## config.mk

```make
export PLATFORM = sky130hd
export DESIGN_NAME = rv_bus_fabric
export DESIGN_NICKNAME = d
export VERILOG_FILES = /design/src/rtl/rv_bus_pkg.sv /design/src/rtl/rv_bus_timeout.sv /design/src/rtl/rv_bus_fabric.sv
export SDC_FILE = /design/constraint.sdc
export NUM_CORES = 1
export LEC_CHECK = 0
export ABC_AREA = 1
export CORE_MARGIN = 8
export CORE_UTILIZATION = 25
export CTS_CLUSTER_SIZE = 24
export DETAILED_ROUTE_END_ITERATION = 10
export DONT_BUFFER_PORTS = 1
export GPL_TIMING_DRIVEN = 0
export PLACE_DENSITY = 0.47
export SLEW_MARGIN = 30
export SYNTH_ARGS = -nofsm -noshare
export SYNTH_HDL_FRONTEND = slang
export SYNTH_HIERARCHICAL = 1
export SYNTH_SLANG_ARGS = --single-unit
export TNS_END_PERCENT = 5
```

## constraint.sdc

```tcl
create_clock -name clk -period 3.89 [get_ports clk]
set_input_delay 1.167 -clock clk [delete_from_list [all_inputs] [get_ports clk]]
set_output_delay 1.167 -clock clk [all_outputs]
set_load 0.02 [all_outputs]
```

## src/rtl/rv_bus_pkg.sv

```systemverilog
// Shared types and constants for the RISC-V bus fabric: slave target encoding,
// sequencer FSM states and default error response.
package rv_bus_pkg;

    typedef enum logic [1:0] {
        TgtNone = 2'd0,
        TgtRam  = 2'd1,
        TgtIo   = 2'd2
    } target_e;

    typedef enum logic [1:0] {
        StIdle   = 2'd0,
        StAccess = 2'd1,
        StDone   = 2'd2
    } state_e;

    localparam logic [31:0] ErrDataDefault = 32'hDEAD_BEEF;
    localparam int unsigned IoWindowBytes  = 65536;
    localparam int unsigned TimeoutWidth   = 8;

endpackage

```

## src/rtl/rv_bus_timeout.sv

```systemverilog
// Access watchdog: counts stalled cycles of the current access and flags when
// the count reaches the configured limit.
module rv_bus_timeout
    import rv_bus_pkg::*;
#(
    parameter int unsigned Limit = 16
) (
    input  logic clk,
    input  logic resetn,
    input  logic clr,
    input  logic en,
    output logic expired
);

    localparam logic [TimeoutWidth-1:0] LimitVal = TimeoutWidth'(Limit);

    logic [TimeoutWidth-1:0] count_q, count_d;

    always_comb begin
        count_d = count_q;
        if (clr) begin
            count_d = '0;
        end else if (en && !expired) begin
            count_d = count_q + 1'b1;
        end
    end

    always_ff @(posedge clk or negedge resetn) begin
        if (!resetn) begin
            count_q <= '0;
        end else begin
            count_q <= count_d;
        end
    end

    assign expired = (count_q == LimitVal);

endmodule

```

## src/rtl/rv_bus_fabric.sv

```systemverilog
// Core-bus decoder/sequencer routing to shared RAM or IO, with error termination.
// Optional error capture (err_irq/err_addr) enabled by define RV_BUS_ERR_CAPTURE_EN.
module rv_bus_fabric
    import rv_bus_pkg::*;
#(
    parameter int unsigned RAM_ADDR_WIDTH = 6,
    parameter logic [31:0] IO_BASE        = 32'h1000_0000,
    parameter int unsigned TIMEOUT        = 16,
    parameter logic [31:0] ERR_DATA       = ErrDataDefault
) (
    input  logic                      clk,
    input  logic                      resetn,

    input  logic                      mem_valid,
    output logic                      mem_ready,
    input  logic [31:0]               mem_addr,
    input  logic [31:0]               mem_wdata,
    input  logic [3:0]                mem_wstrb,
    output logic [31:0]               mem_rdata,

    output logic                      ram_valid,
    input  logic                      ram_ready,
    output logic [RAM_ADDR_WIDTH-1:0] ram_addr,
    output logic [31:0]               ram_wdata,
    output logic [3:0]                ram_wstrb,
    input  logic [31:0]               ram_rdata,

    output logic                      io_valid,
    input  logic                      io_ready,
    output logic [15:0]               io_addr,
    output logic [31:0]               io_wdata,
    output logic [3:0]                io_wstrb,
    input  logic [31:0]               io_rdata,

    input  logic                      err_clr,
    output logic                      err_irq,
    output logic [31:0]               err_addr
);

    localparam logic [32:0]  RamBytes = 33'(4) << RAM_ADDR_WIDTH;
    localparam int unsigned  IoAw     = $clog2(IoWindowBytes);

    state_e  state_q, state_d;
    target_e target_q, target_d, target_dec;
    logic    sel_ready, expired, complete, err_event;
    logic    in_access;

    // RAM wins by address range only; upper-zero addresses past its end fall to NONE.
    always_comb begin
        target_dec = TgtNone;
        if ({1'b0, mem_addr} < RamBytes) begin
            target_dec = TgtRam;
        end else if (mem_addr[31:IoAw] == IO_BASE[31:IoAw]) begin
            target_dec = TgtIo;
        end
    end

    assign in_access = (state_q == StAccess);

    always_comb begin
        sel_ready = 1'b0;
        unique case (target_q)
            TgtRam:  sel_ready = ram_ready;
            TgtIo:   sel_ready = io_ready;
            default: sel_ready = 1'b0;
        endcase
    end

    // A slave ready in the terminal-count cycle still completes without error.
    assign complete  = in_access && ((target_q == TgtNone) || sel_ready || expired);
    assign err_event = in_access && !sel_ready && ((target_q == TgtNone) || expired);

    always_comb begin
        state_d  = state_q;
        target_d = target_q;
        unique case (state_q)
            StIdle: begin
                if (mem_valid) begin
                    target_d = target_dec;
                    state_d  = StAccess;
                end
            end
            StAccess: begin
                if (complete) begin
                    state_d = StDone;
                end
            end
            StDone:  state_d = StIdle;
            default: state_d = StIdle;
        endcase
    end

    always_ff @(posedge clk or negedge resetn) begin
        if (!resetn) begin
            state_q  <= StIdle;
            target_q <= TgtNone;
        end else begin
            state_q  <= state_d;
            target_q <= target_d;
        end
    end

    rv_bus_timeout #(
        .Limit (TIMEOUT)
    ) u_timeout (
        .clk     (clk),
        .resetn  (resetn),
        .clr     (!in_access),
        .en      (in_access && !sel_ready),
        .expired (expired)
    );

    assign ram_valid = in_access && (target_q == TgtRam);
    assign io_valid  = in_access && (target_q == TgtIo);
    assign mem_ready = complete;

    always_comb begin
        mem_rdata = '0;
        if (complete) begin
            if (err_event) begin
                mem_rdata = ERR_DATA;
            end else if (target_q == TgtRam) begin
                mem_rdata = ram_rdata;
            end else begin
                mem_rdata = io_rdata;
            end
        end
    end

    assign ram_addr  = mem_addr[RAM_ADDR_WIDTH+1:2];
    assign ram_wdata = mem_wdata;
    assign ram_wstrb = mem_wstrb;
    assign io_addr   = mem_addr[IoAw-1:0];
    assign io_wdata  = mem_wdata;
    assign io_wstrb  = mem_wstrb;

`ifdef RV_BUS_ERR_CAPTURE_EN
    logic        err_irq_q;
    logic [31:0] err_addr_q;

    // Only the first fault is kept until software clears it.
    always_ff @(posedge clk or negedge resetn) begin
        if (!resetn) begin
            err_irq_q  <= 1'b0;
            err_addr_q <= '0;
        end else if (err_clr) begin
            err_irq_q  <= 1'b0;
            err_addr_q <= '0;
        end else if (err_event && !err_irq_q) begin
            err_irq_q  <= 1'b1;
            err_addr_q <= mem_addr;
        end
    end

    assign err_irq  = err_irq_q;
    assign err_addr = err_addr_q;
`else
    logic err_clr_unused;
    assign err_clr_unused = err_clr;
    assign err_irq        = 1'b0;
    assign err_addr       = '0;
`endif

endmodule

```

==> results.cfg <==
[timing]
tightest_slew_ns = 0.6128
whs_ns = 0.5121
period_share_pct = 84.30
finClkSkew_ns = 0.002663
finalWorstSetupSlack_ns = 0.6106
drv_slew = 0
finalHoldViolations = 0
fmax_mhz = 304.9
rsz0062_at_grt = no
setup_viol = 0
period_needed_ns = 3.279
setup_tns_ns = 0
slew_headroom_pct = 59.27

[drt]
drt-total-wl_mm = 9.922
vias = 2399
vias_per_cell = 4.032
drtIter0Drc = 78
final_antenna_net_count = 0
drc = 0
wl_per_cell_um = 16.68
firstDrtPassIters = 4

[critical_path]
worstPathCellList = nand2_1 > nand2_2 > nand2_4 > inv_1 > nand2_2 > a21oi_1
cp-end-kind = output pin
worstPathRequired_ns = 2.72
cpPeakStageDelay_ns = 0.52
path_class = input pin to output pin
start_kind = input pin
reg2reg_depth = 12
worstPathArrival_ns = 2.11
critPathMaxFanout = 8
path_common_cell = nand2_2
slowest_stage = a21oi_1

[synth]
synth_cells = 423
synth_xor_area_share_pct = 1.025
synth_warnings = 6
synthTopCellsByArea = buf_4 (38%), nand2_1 (18%), dfrtp_1 (12%)
synth_fa_ha_area_share_pct = 2.440
synth_top_family_by_area = buffers and inverters
synth-compound-area-share_pct = 2.391
ys_ff_latch = 12
synth_mux_area_share_pct = 0
yosysTopAreaCellShare_pct = 37.77
yosys.area.top_type = buf_4
ys_seq_area_share_pct = 11.71
avgSynthCellArea_um2 = 6.061
synthSimpleGateAreaFrac_pct = 38.99
synth_cell_types = 21
synth.cell_area_mm2 = 0.002564

[run_status]
status = completed

[die]
core_mm2 = 0.01014
initial_core_util_pct = 25.29
ios = 300
die_area_mm2 = 0.01375
die_x_um = 117.3
fp.dieH_um = 117.3
rows = 37

[global_routing]
grt_pass1_wl_mm = 12.50
overflow = 0
grtUsageTotal_pct = 11.69
grt_pass1_vias = 2277
grt_max_degree = 13
antenna_found_initial = 0

[layout]
multi_input_area_mm2 = 0.001274
finalInstanceArea_mm2 = 0.002909
drive_above_1_share_pct = 37.91
final_core_util_pct = 28.69
seqCellArea_um2 = 300.3
instances_no_fill = 595
num_antenna_cells = 0
fin_nets = 603
n_fill_cell = 1140
synthToLayoutAreaGrowth_pct = 13.47

[placement]
dp_cells = 591
dp_slack_ns = 0.5827
io_buffers = 0
gp_congestion = 0.8067
dpl.hpwl_mm = 8.949
placed_cell_area_mm2 = 0.002854

[worst_hold_path]
whs_path_depth = 2
hold_class = register to register

[pwr]
peakVddDrop_v = 0.0002014
leakage_nw = 1.694
total_power_mw = 0.6284
pwr_density_cell_mw_per_mm2 = 216.0

[cts]
clkTransAtPathRegs_ns = 0.05
clk_latency_ns = 0.24
clk_path_buf_depth = 2
htreeDepth = 1
cts_root_buf = clkbuf_8
cts_buffers = 3
post_cts_buffers = 0
post_cts_resized = 0
cts_hold_buffers = 0
cts.sinks = 12
cts_tree = yes

[run]
drv_cap = 0
worst paths after layout:
path	from	end	slack, ns
setup / recovery	io_ready	mem_rdata[4]	0.61
hold / removal	target_q[0]	target_q[0]	0.51
setup reg to reg	target_q[1]	u_timeout/count_q[5]	2.00
hold reg to reg	target_q[0]	target_q[0]	0.51
max in group asynchronous	resetn	state_q[0]	3.21
min in group asynchronous	resetn	u_timeout/count_q[7]	0.61
power breakdown:
part	leakage, nW	internal [mW]	total (mW)	switching [mW]
logic	1.50	0.118	0.359	0.241
registers	0.165	0.129	0.131	0.00250
clock network	0.0288	0.0896	0.138	0.0487
total	1.69	0.336	0.628	0.293
sequential cells by signal (all words and copies together), names as in the netlist:
register	flops
u_timeout/count_q	8
target_q	2
state_q	2
cells in the final DEF (no fill, tap or decap):
| cell type | n |
|---|---|
| buf_4 | 129 |
| nand2_1 | 122 |
| nor2_1 | 64 |
| conb_1 | 33 |
| nor2_2 | 20 |
| inv_1 | 17 |
| nand3_1 | 17 |
| dfrtp_1 | 12 |
| buf_2 | 8 |
| a21oi_1 | 8 |
| ha_1 | 5 |
| nand2_4 | 4 |
| clkbuf_8 | 4 |
| nand2_2 | 3 |
| buf_6 | 3 |
| xor2_1 | 3 |
| nand4_1 | 2 |
| inv_2 | 1 |
| o21ai_0 | 1 |
| nand3_2 | 1 |
| o21ai_4 | 1 |
| nor3_1 | 1 |
critical path, delay by kind of cell:
family,cells,cell delay (ns)
buf+inv,1,0.10
simple gates,4,0.33
compound gates,1,0.52
per-layer routing:
layer  wire, um  track usage [%]  vias up
met5          0                0        -
met3       1229            3.438        6
met4         58            1.621        0
li1           -                -     1185
met2       5680            23.50      117
met1       2954            11.66     1091
synth_stat cells:
| library cell | number |
|---|---|
| ha_1 | 5 |
| buf_2 | 8 |
| nor2_2 | 20 |
| nand4_1 | 2 |
| xor2_1 | 3 |
| nand3_2 | 1 |
| buf_4 | 129 |
| nand2_1 | 122 |
| nand2_4 | 4 |
| buf_6 | 3 |
| nor2_1 | 64 |
| dfrtp_1 | 12 |
| o21ai_4 | 1 |
| nand3_1 | 17 |
| inv_1 | 17 |
| conb_1 | 1 |
| nand2_2 | 3 |
| o21ai_0 | 1 |
| a21oi_1 | 8 |
| nor3_1 | 1 |
| inv_2 | 1 |
cell families after synthesis:
logic type      after synthesis
compound gates               10
xor+xnor                      3
fa+ha+maj                     5
buf+inv                     158
flops                        12
other cells                   1
simple gates                234
area by class of cell:
| class | instances | area share, % |
|---|---|---|
| Multi-Input combinational cell | 285 | 43.78 |
| Clock buffer | 4 | 1.892 |
| Inverter | 18 | 2.323 |
| Tap cell | 136 | 5.849 |
| Buffer | 140 | 35.83 |
| Sequential cell | 12 | 10.32 |
(Power assumes the default switching activity.)
